===== config.mk =====
export PLATFORM = sky130hd
export DESIGN_NAME = tlv5638_tx
export DESIGN_NICKNAME = d
export VERILOG_FILES = /design/src/rtl/tlv5638_pkg.sv /design/src/rtl/tlv5638_tx_ser.sv /design/src/rtl/tlv5638_tx.sv
export SDC_FILE = /design/constraint.sdc
export NUM_CORES = 1
export LEC_CHECK = 0
export BUFFER_PORTS_ARGS = -buffer_cell sky130_fd_sc_hd__buf_2
export CAP_MARGIN = 25
export CORE_UTILIZATION = 55
export CTS_CLUSTER_DIAMETER = 200
export DETAILED_ROUTE_END_ITERATION = 12
export PLACE_DENSITY = 0.78
export SLEW_MARGIN = 20
export SYNTH_ARGS = -nofsm -noshare
export SYNTH_HDL_FRONTEND = slang
export SYNTH_SLANG_ARGS = --single-unit
export TNS_END_PERCENT = 20

===== constraint.sdc =====
create_clock -name clk -period 5 [get_ports clk]
set_clock_uncertainty 0.05 [all_clocks]
set_input_delay 1 -clock clk [delete_from_list [all_inputs] [get_ports clk]]
set_output_delay 1 -clock clk [all_outputs]
set_load 0.02 [all_outputs]

===== src/rtl/tlv5638_pkg.sv =====
// tlv5638_pkg: shared types and constants for the TLV5638 DAC transmitter.
// Holds the sequencer state enum, serializer phases and frame word helper.
package tlv5638_pkg;

  typedef enum logic [1:0] {
    ST_INIT_CTRL,
    ST_IDLE,
    ST_FRAME_B,
    ST_FRAME_A
  } tx_state_e;

  // Serializer phases: LEAD = half 0, LOW = odd halves,
  // HIGH = even halves 2..30, TAIL = half 32, GAP = half 33.
  typedef enum logic [2:0] {
    PH_LEAD,
    PH_LOW,
    PH_HIGH,
    PH_TAIL,
    PH_GAP
  } ph_e;

  // R1:R0 register selects
  localparam logic [1:0] RS_CTRL = 2'b11;
  localparam logic [1:0] RS_BUF  = 2'b01;
  localparam logic [1:0] RS_DACA = 2'b10;

  localparam int FRAME_HALVES = 34;

  // Frame word: {R1, SPD, PWR=0, R0, payload}
  function automatic logic [15:0] mk_word(
    input logic [1:0]  rs,
    input logic        spd,
    input logic [11:0] pay
  );
    return {rs[1], spd, 1'b0, rs[0], pay};
  endfunction

endpackage


===== src/rtl/tlv5638_tx_ser.sv =====
// dac_frame_ser: shifts one 16-bit word out as a TLV5638 frame.
// Ports: clk, rst, start, word in; cs_n, sclk, din, done, active out.
module dac_frame_ser
  import tlv5638_pkg::*;
#(
  parameter int SCLK_HALF = 2
) (
  input  logic        clk,
  input  logic        rst,
  input  logic        start,
  input  logic [15:0] word,
  output logic        cs_n,
  output logic        sclk,
  output logic        din,
  output logic        done,
  output logic        active
);

  localparam int CW = (SCLK_HALF > 1) ? $clog2(SCLK_HALF) : 1;
  localparam logic [CW-1:0] CYC_LAST = CW'(SCLK_HALF - 1);

  logic          active_q, active_d;
  ph_e           ph_q, ph_d;
  logic [3:0]    bit_q, bit_d;
  logic [CW-1:0] cyc_q, cyc_d;
  logic [15:0]   sh_q, sh_d;
  logic          cs_n_q, cs_n_d;
  logic          sclk_q, sclk_d;
  logic          din_q, din_d;

  logic       step;
  logic       last;
  logic       load;
  logic [3:0] nxt_bit;

  assign step    = active_q && (cyc_q == CYC_LAST);
  assign last    = step && (ph_q == PH_GAP);
  // A new frame may start in the final cycle of the previous one,
  // which lets two frames run back to back.
  assign load    = start && (!active_q || last);
  assign nxt_bit = bit_q + 4'd1;

  always_comb begin
    active_d = active_q;
    ph_d     = ph_q;
    bit_d    = bit_q;
    cyc_d    = cyc_q;
    sh_d     = sh_q;
    cs_n_d   = cs_n_q;
    sclk_d   = sclk_q;
    din_d    = din_q;
    if (active_q) begin
      cyc_d = step ? '0 : cyc_q + 1'b1;
    end
    if (step) begin
      unique case (ph_q)
        PH_LEAD: begin
          ph_d   = PH_LOW;
          sclk_d = 1'b0;
        end
        PH_LOW: begin
          sclk_d = 1'b1;
          if (bit_q == 4'd15) begin
            ph_d = PH_TAIL;
          end else begin
            ph_d  = PH_HIGH;
            bit_d = nxt_bit;
            din_d = sh_q[~nxt_bit];
          end
        end
        PH_HIGH: begin
          ph_d   = PH_LOW;
          sclk_d = 1'b0;
        end
        PH_TAIL: begin
          ph_d   = PH_GAP;
          cs_n_d = 1'b1;
          din_d  = 1'b0;
        end
        PH_GAP: begin
          active_d = 1'b0;
        end
        default: begin
          active_d = 1'b0;
        end
      endcase
    end
    if (load) begin
      active_d = 1'b1;
      ph_d     = PH_LEAD;
      bit_d    = 4'd0;
      cyc_d    = '0;
      sh_d     = word;
      cs_n_d   = 1'b0;
      sclk_d   = 1'b1;
      din_d    = word[15];
    end
  end

  always_ff @(posedge clk) begin
    if (rst) begin
      active_q <= 1'b0;
      ph_q     <= PH_LEAD;
      bit_q    <= 4'd0;
      cyc_q    <= '0;
      sh_q     <= 16'd0;
      cs_n_q   <= 1'b1;
      sclk_q   <= 1'b1;
      din_q    <= 1'b0;
    end else begin
      active_q <= active_d;
      ph_q     <= ph_d;
      bit_q    <= bit_d;
      cyc_q    <= cyc_d;
      sh_q     <= sh_d;
      cs_n_q   <= cs_n_d;
      sclk_q   <= sclk_d;
      din_q    <= din_d;
    end
  end

  assign cs_n   = cs_n_q;
  assign sclk   = sclk_q;
  assign din    = din_q;
  assign done   = last;
  assign active = active_q;

endmodule


===== src/rtl/tlv5638_tx.sv =====
// tlv5638_tx: programs the TLV5638 once, then sends B/A frame pairs per tick.
// Ports: clk, rst, sample_tick, data_a/b in; dac_cs_n/sclk/din, busy, init_done, overrun out.
module tlv5638_tx
  import tlv5638_pkg::*;
#(
  parameter int         SCLK_HALF = 2,
  parameter logic       SPD       = 1'b1,
  parameter logic [1:0] REF_SEL   = 2'b10
) (
  input  logic        clk,
  input  logic        rst,
  input  logic        sample_tick,
  input  logic [11:0] data_a,
  input  logic [11:0] data_b,
  output logic        dac_cs_n,
  output logic        dac_sclk,
  output logic        dac_din,
  output logic        busy,
  output logic        init_done,
  output logic        overrun
);

  tx_state_e   state_q, state_d;
  logic [11:0] hold_a_q, hold_a_d;
  logic [11:0] hold_b_q, hold_b_d;
  logic        init_done_q, init_done_d;
  logic        busy_q, busy_d;
  logic        overrun_q, overrun_d;

  logic        ser_start;
  logic [15:0] ser_word;
  logic        ser_done;
  logic        ser_active;

  logic [15:0] ctrl_word;
  logic [15:0] buf_word;
  logic [15:0] daca_word;

  assign ctrl_word = mk_word(RS_CTRL, SPD, {10'd0, REF_SEL});
  assign buf_word  = mk_word(RS_BUF, SPD, hold_b_q);
  assign daca_word = mk_word(RS_DACA, SPD, hold_a_q);

  always_ff @(posedge clk) begin
    if (rst) begin
      state_q <= ST_INIT_CTRL;
    end else begin
      state_q <= state_d;
    end
  end

  always_comb begin
    state_d = state_q;
    unique case (state_q)
      ST_INIT_CTRL: if (ser_done)    state_d = ST_IDLE;
      ST_IDLE:      if (sample_tick) state_d = ST_FRAME_B;
      ST_FRAME_B:   if (ser_done)    state_d = ST_FRAME_A;
      ST_FRAME_A:   if (ser_done)    state_d = ST_IDLE;
      default:                       state_d = ST_INIT_CTRL;
    endcase
  end

  always_comb begin
    ser_start = 1'b0;
    ser_word  = ctrl_word;
    hold_a_d  = hold_a_q;
    hold_b_d  = hold_b_q;
    unique case (state_q)
      ST_INIT_CTRL: begin
        ser_start = !ser_active;
      end
      ST_FRAME_B: begin
        // First cycle launches BUF; the done cycle chains DACA.
        ser_start = !ser_active || ser_done;
        ser_word  = ser_active ? daca_word : buf_word;
      end
      default: begin
        ser_start = 1'b0;
      end
    endcase
    if (state_q == ST_IDLE && sample_tick) begin
      hold_a_d = data_a;
      hold_b_d = data_b;
    end
    overrun_d   = sample_tick && (state_q != ST_IDLE);
    init_done_d = init_done_q
                  || (state_q == ST_INIT_CTRL && ser_done);
    // Rises with cs_n on a data sequence, drops as the FSM idles.
    busy_d      = (state_q != ST_IDLE) && (state_d != ST_IDLE);
  end

  always_ff @(posedge clk) begin
    if (rst) begin
      hold_a_q    <= 12'd0;
      hold_b_q    <= 12'd0;
      init_done_q <= 1'b0;
      busy_q      <= 1'b0;
      overrun_q   <= 1'b0;
    end else begin
      hold_a_q    <= hold_a_d;
      hold_b_q    <= hold_b_d;
      init_done_q <= init_done_d;
      busy_q      <= busy_d;
      overrun_q   <= overrun_d;
    end
  end

  dac_frame_ser #(
    .SCLK_HALF(SCLK_HALF)
  ) u_ser (
    .clk   (clk),
    .rst   (rst),
    .start (ser_start),
    .word  (ser_word),
    .cs_n  (dac_cs_n),
    .sclk  (dac_sclk),
    .din   (dac_din),
    .done  (ser_done),
    .active(ser_active)
  );

  assign busy      = busy_q;
  assign init_done = init_done_q;
  assign overrun   = overrun_q;

endmodule

[After elaboration in Yosys (flattened, before gate mapping)]
Index checks and enable logic that the tools add are counted.
Widths: inputs -> output; s select.
Word-level totals
  register bits: 57
  input bits: 27
  output and inout bits: 6
  logic and storage cells: 81
Operators by class
  $add $sub $neg: 2
  $lt $le $gt $ge: 1
  equal/unequal tests: 12
  muxes and demuxes: 23
  bitwise gates (word level): 2
  reduce and logical (&&, ||, !) cells: 27
Operators by type and width (number)
  $mux 16: 2
  $mux 1: 12
  $pmux 3 s3: 1
  $reduce_and 2->1: 4
  $logic_and 1x1->1: 7
  $eq 3x2->1 const B: 2
  $mux 2: 3
  $ne 2x1->1 const B: 3
  $pmux 1 s2: 3
  $pmux 2 s3: 1
  $reduce_and 3->1: 2
  $reduce_bool 2->1: 3
  $reduce_bool 3->1: 2
  $reduce_or 2->1: 3
  $lt 4x5->1 const B: 1
  $add 4x1->4 const B: 1
  $bmux 1 s4: 1
  $eq 2x2->1 const B: 2
  $eq 4x4->1 const B: 1
  $not 4->4: 1
  $reduce_or 4->1: 1
  $eq 3x1->1 const B: 1
  $eq 3x3->1 const B: 1
  $logic_not 3->1: 1
  7 further kinds: 8

[Logic depth before layout (Yosys ltp)]
  word-level depth: 8
  depth in mapped cells: 9
  depth with buffers taken out: 7

[Cells and area by module]
Synthesis repeated with hierarchy kept, for this count alone.
Unflattened totals
  cell total of the unflattened synthesis: 308
  area total of the unflattened synthesis: 2592.5 um^2
By module, submodules not included
  tlv5638_tx: times used 1, cells an instance 169, area an instance 1380.1 um^2, seq. area each 580.6 um^2
  dac_frame_ser: times used 1, cells an instance 139, area an instance 1212.4 um^2, seq. area each 560.5 um^2

[Worst setup path after synthesis]
OpenSTA, ideal clock, no wires.
  kind: reg-to-reg
  from: reg u_ser.bit_q[0]
  to: reg u_ser.din_q (netlist: u_ser.din)
  setup time: 0.117 ns
  data arrival time: 1.687 ns
  required time: 4.833 ns
  slack: 3.146 ns
  stages on the path, launching flop included: 7
  path buffers: 0
  period minus slack after synthesis: 1.854 ns
  path through: dfxtp_1 > ha_1 > xnor2_1 > mux4_1 > nor2b_1 > a211o_1 > a22o_1
Between the ends
  cells in the longest elaborated chain, start to end: 8
  elaborated cells on any way between the ends: 11
  classes of those cells: add/sub: 1; eq/ne: 2; mux: 6; bitwise: 1; reduce/logical: 1
RTL lines
  start: declaration: RTL line tlv5638_tx_ser.sv:24  | logic [3:0] bit_q, bit_d;
  start signal: assignment: RTL line tlv5638_tx_ser.sv:113  | bit_q <= bit_d;
  $add 4x1->4: RTL line tlv5638_tx_ser.sv:41  | assign nxt_bit = bit_q + 4'd1;
  $not 4->4: RTL line tlv5638_tx_ser.sv:68  | din_d = sh_q[~nxt_bit];
  $bmux 1 s4: RTL line tlv5638_tx_ser.sv:68
  $mux 1 (not written as such): RTL line tlv5638_tx_ser.sv:68
  $mux 1: RTL line tlv5638_tx_ser.sv:63  | if (bit_q == 4'd15) begin
  $pmux 1 s2: RTL line tlv5638_tx_ser.sv:56  | unique case (ph_q)
  $mux 1: RTL line tlv5638_tx_ser.sv:55  | if (step) begin
  $mux 1: RTL line tlv5638_tx_ser.sv:88  | if (load) begin
  end signal: assignment: RTL line tlv5638_tx_ser.sv:118  | din_q <= din_d;
  end: declaration: RTL line tlv5638_tx_ser.sv:29  | logic din_q, din_d;
Several ways; a longest one is shown, not always the timed one. The select of a mux whose other input is x is not followed.
A chain may end at the register's enable or synchronous reset.

[Worst setup path in the final report]
  from: reg state_q[0]
  to: reg u_ser.sclk_q (netlist: u_ser.sclk)
Between the ends
  cells in the longest elaborated chain, start to end: 4
  elaborated cells on any way between the ends: 5
  classes of those cells: eq/ne: 1; mux: 1; reduce/logical: 3
RTL lines
  start: declaration: RTL line tlv5638_tx.sv:23  | tx_state_e state_q, state_d;
  start signal: assignment: RTL line tlv5638_tx.sv:47  | state_q <= state_d;
  $eq 2x2->1 / $logic_not 2->1 (equally long branches): RTL line tlv5638_tx.sv:67  | unique case (state_q)
  $pmux 1 s2 *: RTL line tlv5638_tx.sv:67
  $logic_and 1x1->1 *: RTL line tlv5638_tx_ser.sv:40  | assign load = start && (!active_q || last);
  $reduce_or 2->1 (no source line) *
  end signal: assignment: RTL line tlv5638_tx_ser.sv:117  | sclk_q <= sclk_d;
  end: declaration: RTL line tlv5638_tx_ser.sv:28  | logic sclk_q, sclk_d;
Every way passes the cells marked *; elsewhere a longest branch is shown, timed or not.

==> key figures <==
Timing
  – Slew HR: 43.7%
  – Fin crit period: 2.43 ns
  – Final hold vios: 0
  – Tcrit/Tclk final: 48.6%
  – F_max: 412 MHz
  – Final critical-path setup slack: 2.57 ns
  – Fin Hold WS: 0.406 ns
  – Total negative slack: 0 ns
  – Worst slew pin tran: 0.844 ns
  – Setup Viol. Count Final: 0
  – Slew Viols, Final: 0
  – RSZ-0062 raised after global routing: false

Layout
  – Fraction of layout cells with a size suffix above 1: 17.6%
  – Area grow syn2layout: 10.4%
  – Diodes inserted: 0
  – Post-layout util: 64.9%
  – Leading cell type in the layout, fill and taps excluded: nand2_1
  – Most frequent cells in the layout: 67 x nand2_1, 56 x dfxtp_1, 42 x a21oi_1
  – Net count, final: 337
  – Fillers: 380

Yosys
  – Synth Area in Compound Gates: 14.4%
  – Post-synthesis register bit count: 56
  – Syn Nets: 316
  – Unique cell type count in the Yosys netlist: 39
  – Post-synth ARST share: 0%
  – XOR/XNOR Fraction of Synth Area: 1.82%
  – Largest family of logic cells by synthesized area: simple AND/OR/NAND/NOR gates
  – Seq/Total Area, Yosys: 46.7%
  – Number of flops mapped to enable cells by yosys: 0
  – Multiplexer area fraction after synthesis: 9.79%
  – Synth Instances: 284
  – Cell Area, Synth: 2400 sq um
  – Post-synthesis adder-cell area fraction: 2.60%
  – Synth top area share: 46.7%
  – Yosys top cell by area: dfxtp_1
  – Ys flop type: dfxtp_1
  – Synthesized area per cell: 8.46 sq um
  – Synth Area in Simple Gates: 20.3%
  – Synth top area cells: dfxtp_1 47%, nand2_1 10%, a21oi_1 8.8%, mux2_2 5.2%, nor2_1 3.3%
  – Yosys Warn Count: 0

Placement
  – IO buf count: 32
  – Place WS: 2.55 ns
  – HPWL Detailed: 2.77 mm
  – Final GP Congestion: 0.737

Critical path
  – CP arrival: 2.59 ns
  – R2r setup slk: 2.57 ns
  – Required @ worst endpoint: 5.16 ns
  – CP startpoint kind: register
  – Kind of end point of the critical path: register
  – WS Path Type: reg -> reg
  – Crit Path Max Fanout: 16

Clocking
  – Clock Latency Late Sink: 0.31 ns
  – H-tree levels: 2
  – Clock sink count: 56
  – # resized after CTS: 0
  – CTS tree: built
  – Cts bufs inserted: 5
  – Root buffer cell: clkbuf_8
  – Max clock buf depth: 2
  – Hold-fix buffers, CTS: 0
  – Post-CTS Repair Setup Buffers: 0
  – Clock slew at reported path FFs: 0.09 ns

GRT
  – Vias in the first global route: 1626
  – Largest net degree at the start of global routing: 49
  – Overall routing resource usage: 20.0%
  – Met3 Usage GRT: 4.00%
  – Met1 usage: 26.2%
  – First-pass GRT wire length: 6.99 mm
  – Met2 Use GR: 31.7%
  – Initial antenna violation count: 0
  – GRT overflow: 0
  – GR peak layer: met2

Detailed routing
  – Via density: 5.33
  – # DRC: 0
  – Drt wl/cell: 11.8 um
  – Iter 0 DRT Violations: 76
  – DR vias: 1897
  – Antenna-violating nets left: 0
  – Final WL: 4.20 mm
  – Drt first pass iters: 4

Floorplan
  – Site row count: 23
  – Die X: 68.1 um
  – Core area: 4090 sq um
  – Starting density of the core: 58.8%
  – Die H: 68.1 um
  – DIE AREA: 4640 sq um
  – Num ports: 33

Power and ir drop
  – Power Total: 0.821 mW
  – Max VDD drop: 0.176 mV
  – Leakage: 1.01 nW
  – PD cells: 310 nW/um^2

Hold path
  – Worst hold path type: reg -> reg

Run
  – Reported max-cap violation count: 0

Status
  – Outcome: finished clean
[cells in the mapped netlist (all sizes together) (2+ instances only)]
library cell / instances
a211oi: 3
a21oi: 43
and2: 2
and3: 2
buf: 7
clkbuf: 11
dfxtp: 56
ha: 5
inv: 6
mux2: 11
mux2i: 4
mux4: 3
nand2: 67
nand2b: 3
nand3: 12
nor2: 21
nor2b: 4
o21ai: 5
o22ai: 2
xnor2: 4
[cell families after synthesis]
family / count (synthesis)
flops: 56
fa+ha+maj: 5
mux: 18
xor+xnor: 5
buf+inv: 24
compound gates: 61
simple gates: 115
[registers in the layout (all words and copies together), names as in the netlist]
signal,count
u_ser.bit_q,4
u_ser.sclk,1
u_ser.ph_q,3
u_ser.cs_n,1
u_ser.sh_q,15
state_q,2
hold_b_q,12
u_ser.cyc_q,1
busy,1
hold_a_q,12
init_done,1
overrun,1
u_ser.active,1
u_ser.din,1
[power breakdown]
group	total [mW]	switching (mW)	leakage, nW	internal [mW]
Combinational	0.0656	0.0393	0.500	0.0263
Clock	0.290	0.141	0.0552	0.149
Sequential	0.465	0.0105	0.454	0.455
[worst paths after layout]
kind	start	end	cells past startpoint
worst min-delay path	u_ser.sh_q[2]	u_ser.sh_q[2]	2
worst min register to register	u_ser.sh_q[2]	u_ser.sh_q[2]	2
worst max-delay path	state_q[0]	u_ser.sclk	7
worst max register to register	state_q[0]	u_ser.sclk	7
[metrics by stage]
stage | cells | cell area [sq um]
global route | 356 | 2650
floorplan | 284 | 2400
global placement | 348 | 2540
CTS | 356 | 2650
detailed placement | 348 | 2540
finish | 356 | 2650
[critical path, stage by stage (launching register included)]
cell      delay, ns
dfxtp_1        0.38
inv_1          0.09
ha_1           0.40
nor2_1         0.25
nor2_1         0.09
a21oi_2        0.50
nand2b_1       0.33
nand2b_1       0.23
[layout make-up]
cell class | count | area, sq um | share of cell area (%)
Multi-Input combinational cell | 204 | 1180 | 44.4
Sequential cell | 56 | 1120 | 42.3
Timing Repair Buffer | 32 | 160 | 6.04
Clock buffer | 6 | 72.6 | 2.74
Tap cell | 50 | 62.6 | 2.36
Clock inverter | 2 | 35.0 | 1.32
Inverter | 6 | 22.5 | 0.849
[layer usage]
metal  wire length, um  vias to the layer above
met2              1860                       44
li1                  -                     1004
met1              2100                      842
met3               161                        7
met4                79                        0
met5                 0                        -
Power figures use the tool's default switching activity.
